**src/rtl/multi_cycle_ctrl_if.sv**
```systemverilog
// multi_cycle_ctrl_if: datapath/controller bundle for the multi-cycle controller.
// The controller side is the master modport; the datapath side is the slave modport.
interface multi_cycle_ctrl_if;
    logic [5:0]  Op;
    logic [5:0]  Funct;
    logic        Zero;
    logic        MemReady;
    logic        IRWrite;
    logic        PCWrite;
    logic        MemRead;
    logic        MemWrite;
    logic        RegWE;
    logic [1:0]  PCSrc;
    logic [1:0]  WadrSel;
    logic [1:0]  WdataSel;
    logic [1:0]  ALUSrcB;
    logic [2:0]  ALUOp;
    logic        ExtUnsigned;
    logic [2:0]  State;
    logic        InsDone;
    logic [15:0] InsCount;
    modport master (
        input  Op, Funct, Zero, MemReady,
        output IRWrite, PCWrite, MemRead, MemWrite, RegWE, PCSrc, WadrSel, WdataSel,
               ALUSrcB, ALUOp, ExtUnsigned, State, InsDone, InsCount
    );
    modport slave (
        output Op, Funct, Zero, MemReady,
        input  IRWrite, PCWrite, MemRead, MemWrite, RegWE, PCSrc, WadrSel, WdataSel,
               ALUSrcB, ALUOp, ExtUnsigned, State, InsDone, InsCount
    );
endinterface

```
**src/rtl/multi_cycle_ctrl.sv**
```systemverilog
// multi_cycle_ctrl: five-state MIPS-style multi-cycle controller with combinational strobes.
module multi_cycle_ctrl (
    input logic CLK,
    input logic RST,
    multi_cycle_ctrl_if.master bus
);
    typedef enum logic [2:0] {FETCH = 3'd0, DECODE = 3'd1, EXEC = 3'd2, MEM = 3'd3, WB = 3'd4} state_t;
    state_t state, next;
    logic [15:0] count;
    logic is_r, is_lw, is_sw, is_beq, is_bne, is_addi, is_slti, is_andi, is_ori, is_xori, is_j, is_jal;
    logic is_ext, is_ialu, is_mem, is_br, to_exec;
    assign is_r    = bus.Op == 6'b000000;
    assign is_j    = bus.Op == 6'b000010;
    assign is_jal  = bus.Op == 6'b000011;
    assign is_beq  = bus.Op == 6'b000100;
    assign is_bne  = bus.Op == 6'b000101;
    assign is_addi = bus.Op == 6'b001000;
    assign is_slti = bus.Op == 6'b001010;
    assign is_andi = bus.Op == 6'b001100;
    assign is_ori  = bus.Op == 6'b001101;
    assign is_xori = bus.Op == 6'b001110;
    assign is_lw   = bus.Op == 6'b100011;
    assign is_sw   = bus.Op == 6'b101011;
    assign is_ext  = is_andi | is_ori | is_xori;
    assign is_ialu = is_addi | is_slti | is_ext;
    assign is_mem  = is_lw | is_sw;
    assign is_br   = is_beq | is_bne;
    assign to_exec = is_r | is_mem | is_br | is_ialu;
    // Reset gates every strobe, so the datapath sees no writes while RST is held.
    always_comb begin
        next = FETCH;
        bus.IRWrite = 1'b0;
        bus.PCWrite = 1'b0;
        bus.MemRead = 1'b0;
        bus.MemWrite = 1'b0;
        bus.RegWE = 1'b0;
        bus.PCSrc = 2'b00;
        bus.WadrSel = 2'b00;
        bus.WdataSel = 2'b00;
        bus.ALUSrcB = 2'b00;
        bus.ALUOp = 3'b000;
        bus.ExtUnsigned = 1'b0;
        bus.InsDone = 1'b0;
        if (!RST) begin
            case (state)
                FETCH: begin
                    bus.MemRead = 1'b1;
                    bus.ALUSrcB = 2'b01;
                    bus.IRWrite = bus.MemReady;
                    bus.PCWrite = bus.MemReady;
                    next = bus.MemReady ? DECODE : FETCH;
                end
                DECODE: begin
                    bus.ALUSrcB = 2'b11;
                    bus.ExtUnsigned = is_ext;
                    bus.PCWrite = is_j;
                    bus.PCSrc = is_j ? 2'b10 : 2'b00;
                    bus.InsDone = !is_jal && !to_exec;
                    next = is_jal ? WB : to_exec ? EXEC : FETCH;
                end
                EXEC: begin
                    bus.ExtUnsigned = is_ext;
                    bus.ALUSrcB = (is_ialu || is_mem) ? 2'b10 : 2'b00;
                    bus.ALUOp = is_r ? 3'b010 : is_br ? 3'b001 : is_slti ? 3'b110 :
                                is_andi ? 3'b011 : is_ori ? 3'b100 : is_xori ? 3'b101 : 3'b000;
                    bus.PCSrc = is_br ? 2'b01 : 2'b00;
                    bus.PCWrite = (is_beq && bus.Zero) || (is_bne && !bus.Zero);
                    bus.InsDone = is_br;
                    next = is_mem ? MEM : (is_r || is_ialu) ? WB : FETCH;
                end
                MEM: begin
                    bus.MemRead = is_lw;
                    bus.MemWrite = is_sw;
                    bus.InsDone = is_sw && bus.MemReady;
                    next = !is_mem ? FETCH : !bus.MemReady ? MEM : is_lw ? WB : FETCH;
                end
                WB: begin
                    bus.RegWE = is_r | is_lw | is_jal | is_ialu;
                    bus.InsDone = 1'b1;
                    bus.WadrSel = is_r ? 2'b01 : is_jal ? 2'b10 : 2'b00;
                    bus.WdataSel = is_lw ? 2'b01 : is_jal ? 2'b10 : 2'b00;
                end
                default: next = FETCH;
            endcase
        end
    end
    always_ff @(posedge CLK) begin
        if (RST) begin
            state <= FETCH;
            count <= '0;
        end else begin
            state <= next;
            if (bus.InsDone) count <= count + 16'd1;
        end
    end
    assign bus.State = state;
    assign bus.InsCount = count;
endmodule

```
**src/flat_wrapper.sv**
```systemverilog
// flat-port wrapper written by rule: the top's interface ports become plain ports
module multi_cycle_ctrl_flat 
  (CLK, RST, bus_Op, bus_Funct, bus_Zero, bus_MemReady, bus_IRWrite, bus_PCWrite, bus_MemRead, bus_MemWrite, bus_RegWE, bus_PCSrc, bus_WadrSel, bus_WdataSel, bus_ALUSrcB, bus_ALUOp, bus_ExtUnsigned, bus_State, bus_InsDone, bus_InsCount);
  multi_cycle_ctrl_if bus_i ();
  input logic CLK;
  input logic RST;
  input wire logic [$bits(bus_i.Op)-1:0] bus_Op;
  input wire logic [$bits(bus_i.Funct)-1:0] bus_Funct;
  input wire logic [$bits(bus_i.Zero)-1:0] bus_Zero;
  input wire logic [$bits(bus_i.MemReady)-1:0] bus_MemReady;
  output wire logic [$bits(bus_i.IRWrite)-1:0] bus_IRWrite;
  output wire logic [$bits(bus_i.PCWrite)-1:0] bus_PCWrite;
  output wire logic [$bits(bus_i.MemRead)-1:0] bus_MemRead;
  output wire logic [$bits(bus_i.MemWrite)-1:0] bus_MemWrite;
  output wire logic [$bits(bus_i.RegWE)-1:0] bus_RegWE;
  output wire logic [$bits(bus_i.PCSrc)-1:0] bus_PCSrc;
  output wire logic [$bits(bus_i.WadrSel)-1:0] bus_WadrSel;
  output wire logic [$bits(bus_i.WdataSel)-1:0] bus_WdataSel;
  output wire logic [$bits(bus_i.ALUSrcB)-1:0] bus_ALUSrcB;
  output wire logic [$bits(bus_i.ALUOp)-1:0] bus_ALUOp;
  output wire logic [$bits(bus_i.ExtUnsigned)-1:0] bus_ExtUnsigned;
  output wire logic [$bits(bus_i.State)-1:0] bus_State;
  output wire logic [$bits(bus_i.InsDone)-1:0] bus_InsDone;
  output wire logic [$bits(bus_i.InsCount)-1:0] bus_InsCount;
  assign bus_i.Op = bus_Op;
  assign bus_i.Funct = bus_Funct;
  assign bus_i.Zero = bus_Zero;
  assign bus_i.MemReady = bus_MemReady;
  assign bus_IRWrite = bus_i.IRWrite;
  assign bus_PCWrite = bus_i.PCWrite;
  assign bus_MemRead = bus_i.MemRead;
  assign bus_MemWrite = bus_i.MemWrite;
  assign bus_RegWE = bus_i.RegWE;
  assign bus_PCSrc = bus_i.PCSrc;
  assign bus_WadrSel = bus_i.WadrSel;
  assign bus_WdataSel = bus_i.WdataSel;
  assign bus_ALUSrcB = bus_i.ALUSrcB;
  assign bus_ALUOp = bus_i.ALUOp;
  assign bus_ExtUnsigned = bus_i.ExtUnsigned;
  assign bus_State = bus_i.State;
  assign bus_InsDone = bus_i.InsDone;
  assign bus_InsCount = bus_i.InsCount;
  multi_cycle_ctrl u_core (.CLK(CLK), .RST(RST), .bus(bus_i));
endmodule
```
**config.mk**
```make
export PLATFORM = sky130hd
export DESIGN_NAME = multi_cycle_ctrl_flat
export DESIGN_NICKNAME = d
export VERILOG_FILES = /design/src/rtl/multi_cycle_ctrl_if.sv /design/src/rtl/multi_cycle_ctrl.sv /design/src/flat_wrapper.sv
export SDC_FILE = /design/constraint.sdc
export NUM_CORES = 1
export LEC_CHECK = 0
export ABC_CLOCK_PERIOD_IN_PS = 2300
export BUFFER_PORTS_ARGS = -buffer_cell sky130_fd_sc_hd__buf_2
export CAP_MARGIN = 10
export CORE_UTILIZATION = 50
export CTS_BUF_LIST = sky130_fd_sc_hd__clkbuf_16
export DETAILED_ROUTE_END_ITERATION = 8
export PLACE_DENSITY = 0.9
export SLEW_MARGIN = 40
export SYNTH_ARGS = -nofsm -noshare
export SYNTH_HDL_FRONTEND = slang
export SYNTH_SLANG_ARGS = --single-unit
```
**constraint.sdc**
```tcl
create_clock -name CLK -period 2.3 [get_ports CLK]
set_input_delay 0.115 -clock CLK [delete_from_list [all_inputs] [get_ports CLK]]
set_output_delay 0.115 -clock CLK [all_outputs]
set_load 0.01 [all_outputs]
```
Word-level counts from Yosys, hierarchy flattened --
Index checks and enable logic that the tools add are counted. Widths: inputs -> output; s select.
Word-level totals: output and inout port bits 37, flip-flop bits (word level) 19, input port bits 16, logic and storage cells 88
Cells by class: bitwise operators 12, add/subtract/negate cells 1, reductions and logical operators 13, multiplexer cells 45, equal/unequal tests 15
Operator list (number):
- $mux 3 | 14
- $eq 6x4->1 const B | 5
- $mux 2 | 12
- $add 16x1->16 const B | 1
- $mux 1 | 13
- $eq 6x2->1 const B | 2
- $eq 6x3->1 const B | 2
- $eq 6x6->1 const B | 2
- $or 1x1->1 | 12
- $pmux 3 s4 | 1
- $eq 3x2->1 const B | 2
- $logic_not 6->1 | 1
- $pmux 2 s3 | 1
- $logic_and 1x1->1 | 4
- $pmux 1 s4 | 1
- $pmux 2 s2 | 1
- $eq 3x1->1 const B | 1
- $eq 3x3->1 const B | 1
- $logic_not 1->1 | 3
- $logic_not 3->1 | 1
- $logic_or 1x1->1 | 3
- $pmux 1 s3 | 1
- $pmux 1 s2 | 1
- $reduce_or 2->1 | 1

Logic depth before layout (Yosys ltp) --
depth in word-level cells 9, gate-level depth with buffers 6, depth with buffers taken out 5

Worst setup path after synthesis --
Ideal clock, no wire load.
kind reg-to-reg, start register u_core.state[1] (netlist: u_core.bus.State[1]), end register u_core.count[9] (netlist: u_core.bus.InsCount[9]), path buffers 0, data required time 2.177 ns, clock period less this slack 2.010 ns, arrival 1.887 ns, path slack 0.290 ns, stages on the path, launching flop included 6, setup time 0.123 ns, cells stage by stage dfxtp_1 > or3b_1 > o311ai_4 > nand4_4 > a211oi_2 > mux2_1
Between the ends: cells in the longest elaborated chain, start to end 3, elaborated cells on any way between the ends 6, those cells by class eq/ne (4); mux (2)
RTL lines:
- start, declared | RTL line multi_cycle_ctrl.sv:8 | state_t state, next;
- start signal, assigned | RTL line multi_cycle_ctrl.sv:92 | state <= next;
- $eq 3x3->1, or another cell as far along | RTL line multi_cycle_ctrl.sv:45 | case (state)
- $pmux 1 s4 (*) | RTL line multi_cycle_ctrl.sv:45
- $mux 1 (*) | RTL line multi_cycle_ctrl.sv:44 | if (!RST) begin
- end signal, assigned | RTL line multi_cycle_ctrl.sv:93 | if (bus.InsDone) count <= count + 16'd1;
- end, declared | RTL line multi_cycle_ctrl.sv:9 | logic [15:0] count;
Mark *: on every way between the ends. The rest lies on a longest branch, timed or not. A chain may end at the register's enable or synchronous reset.

Worst setup path in the final report --
start register u_core.state[1] (netlist: u_core.bus.State[1]), end register u_core.count[5] (netlist: u_core.bus.InsCount[5])
Same word-level chain as after synthesis.

==> metrics.txt <==
Min-Delay Endpoint u_core.bus.State[0]; Post-Place Setup Slack 201 ps; VDD IR-drop max 0.353 mV; max-slew violations 0; syn avg cell area 7.62 um^2; Worst-path clk slew 50 ps; clock buffer depth 2; hold buffers post-CTS 0; leading area contributor after synthesis dfxtp_1; Yosys reg bits 19; Main synth FF type dfxtp_1; Lkg Pwr 0.809 nW; GRT Util Overall 23.3%; max incr delay on CP 420 ps; Hold Path Class in2reg; Setup Skew 3.15 ps; Max-Cap Viols 0; CTS Sinks 19; largest net degree at the start of global routing 34; DR WL/cell 13.0 um; Setup Buffers After CTS 0; die height 57.6 um; DRT iter0 DRCs 152; startpoint types register; normalized max-slew margin 64.0%; Worst-Margin Slew 539 ps; synth warn 0; GPL Wtd Cong 0.910; crit path max fanout 6; Netlist cell types 48; final antenna-violating net count 0; CP required 2440 ps; Cells after Synth 203; CP Capture Type register; Resized Gates After CTS 0; Synth Cell Area 1550 um^2; PortBufs 46; Layout Nets 263; Worst-Skew Late Latency 250 ps; outcome finished, violations left; slack of the critical path 181 ps; Core ar. 2850 um^2; post-synth top area share 24.6%; vias per std cell 5.80; CP Class reg2reg; worst r2r path cells 5; initial antenna violation count 0; vias 1,600; Seq/Total Area, Yosys 24.6%; width of the die 57.6 um; diodes inserted 0; dpl cells 272; share of cells above drive strength 1 29.0%; Cell Rows 19; worst r2r src u_core.bus.State[1]; Initial Util 54.3%; DP Wirelength 2630 um; Critical Path AT 2260 ps; Setup-failing EPs final 0; non-filler instance count after layout 276; Critical R2R Capture u_core.bus.InsCount[5]; Critical path origin u_core.bus.State[1]; remaining global-route overflow 0; reg2reg setup slack 180 ps; RSZ-0062 raised after global routing no; Post-synth EDFFs 0; drt total wl 3590 um; Root Buffer clkbuf_16; Placed Instance Area 1780 um^2; Final Hold Vio Count 0; first-pass GRT wire length 6070 um; HP Start bus_MemReady; fillers 248; CTS Buf Count 3; Final Cycle Share 92.1%; Synth Net Count 220; critical-path cell with the highest stage delay or3b_1; setup TNS 0 ps; top-level I/O count 53; crit-path cells or3b_1, o311ai_4, nand4_4, a21boi_1, mux2_1; synth top area cells dfxtp_1, nor2_1, mux2_1; Synth-to-Final Area Change 20.1%; CTS tree built; Pwr Density 446 nW/um^2; Hold Path Depth 3; most frequent cell after synthesis nor2_1; vias in the first global route 1,326; ys async rst share 0%; failing checks DRC; Commonest cells post-synth nor2_1, dfxtp_1, a21oi_1, nand2_1, nor2b_1; H-Tree Level Count 1; fmax 0.472 GHz; first-pass detailed-route iteration total 7; Layout Cell Area excl Fill 1860 um^2; min cycle time layout 2120 ps; hold_ws 205 ps; die area 3320 um^2; DRC 5
## through the flow
step	total power [mW]	util, %
after CTS	0.833	65.2
final	0.829	65.2
after detailed placement	0.478	62.4
after global placement	0.476	62.4
after global routing	0.864	65.2
after floorplan	0.443	-
## power breakdown
part	switching, mW	internal, mW
Combinational	0.0842	0.0493
Sequential	0.00429	0.334
Clock	0.124	0.233
## worst max-delay path: cells and delay by family, from the launching register on
family / cells / cell delay [ps]
AO/OA/AOI/OAI: 2 / 670
multiplexers: 1 / 340
AND/OR/NAND/NOR: 2 / 630
flip-flops: 1 / 380
## worst max-delay path by stage
stage / to / slack (ps)
floorplan: u_core.bus.InsCount[9] / 290
global placement: u_core.bus.InsCount[15] / 230
detailed placement: u_core.bus.InsCount[15] / 200
CTS: u_core.bus.InsCount[15] / 170
global route: u_core.bus.InsCount[6] / 20
finish: u_core.bus.InsCount[5] / 180
## cells in the final DEF (no fill, tap or decap), drive strengths merged
cell type  netlist  routed
a2111oi          1       1
a211oi           2       2
a21boi           4       4
a21o             1       1
a21oi           17      17
a311oi           1       1
a32oi            1       1
and2             1       1
and3             3       3
buf              6      50
clkbuf           6       3
clkinv           0       1
dfxtp           19      19
ha               1       1
inv              7       7
mux2            13      13
nand2           17      17
nand2b           3       3
nand3            8       8
nand3b           1       1
nand4            2       2
nand4b           2       2
nor2            36      36
nor2b           14      14
nor3            10      10
nor3b            1       1
nor4             2       2
nor4b            1       1
o2111ai          1       1
o211ai           1       1
o21a             2       2
o21ai            8       8
o311a            1       1
o311ai           1       1
o31ai            1       1
o41ai            1       1
or2              1       1
or3              1       1
or3b             3       3
xnor2            2       2
## flip-flops by register name, summed over array words and instances (netlist names)
signal	cells
u_core.bus.InsCount	16
u_core.bus.State	3
## final cells by class
type	instances	area [um^2]	area share, %
clock buffer	3	75.1	4.04
clock inverter	1	5.00	0.269
inverter	7	26.3	1.41
multi-input combinational	165	1070	57.7
sequential	19	380	20.5
tap	31	38.8	2.09
timing repair buffer	50	260	14.0
## metal layers
layer | vias to the layer above | routed length (um) | global-route usage (%)
met5 | - | 0 | 0
met4 | 0 | 49 | 9.76
met3 | 5 | 289 | 2.90
met2 | 72 | 1700 | 37.0
met1 | 724 | 1560 | 31.8
li1 | 799 | - | -
## cells by family after synthesis
logic type,share of synthesized area (%)
and+or+nand+nor,36.4
AOI/OAI and AO/OA,21.6
buffers and inverters,6.06
DFF,24.6
muxes,9.46
xor gates and xnor gates,1.13
adders and majority gates,0.808
Note: power is estimated with default switching activity, not from simulation.
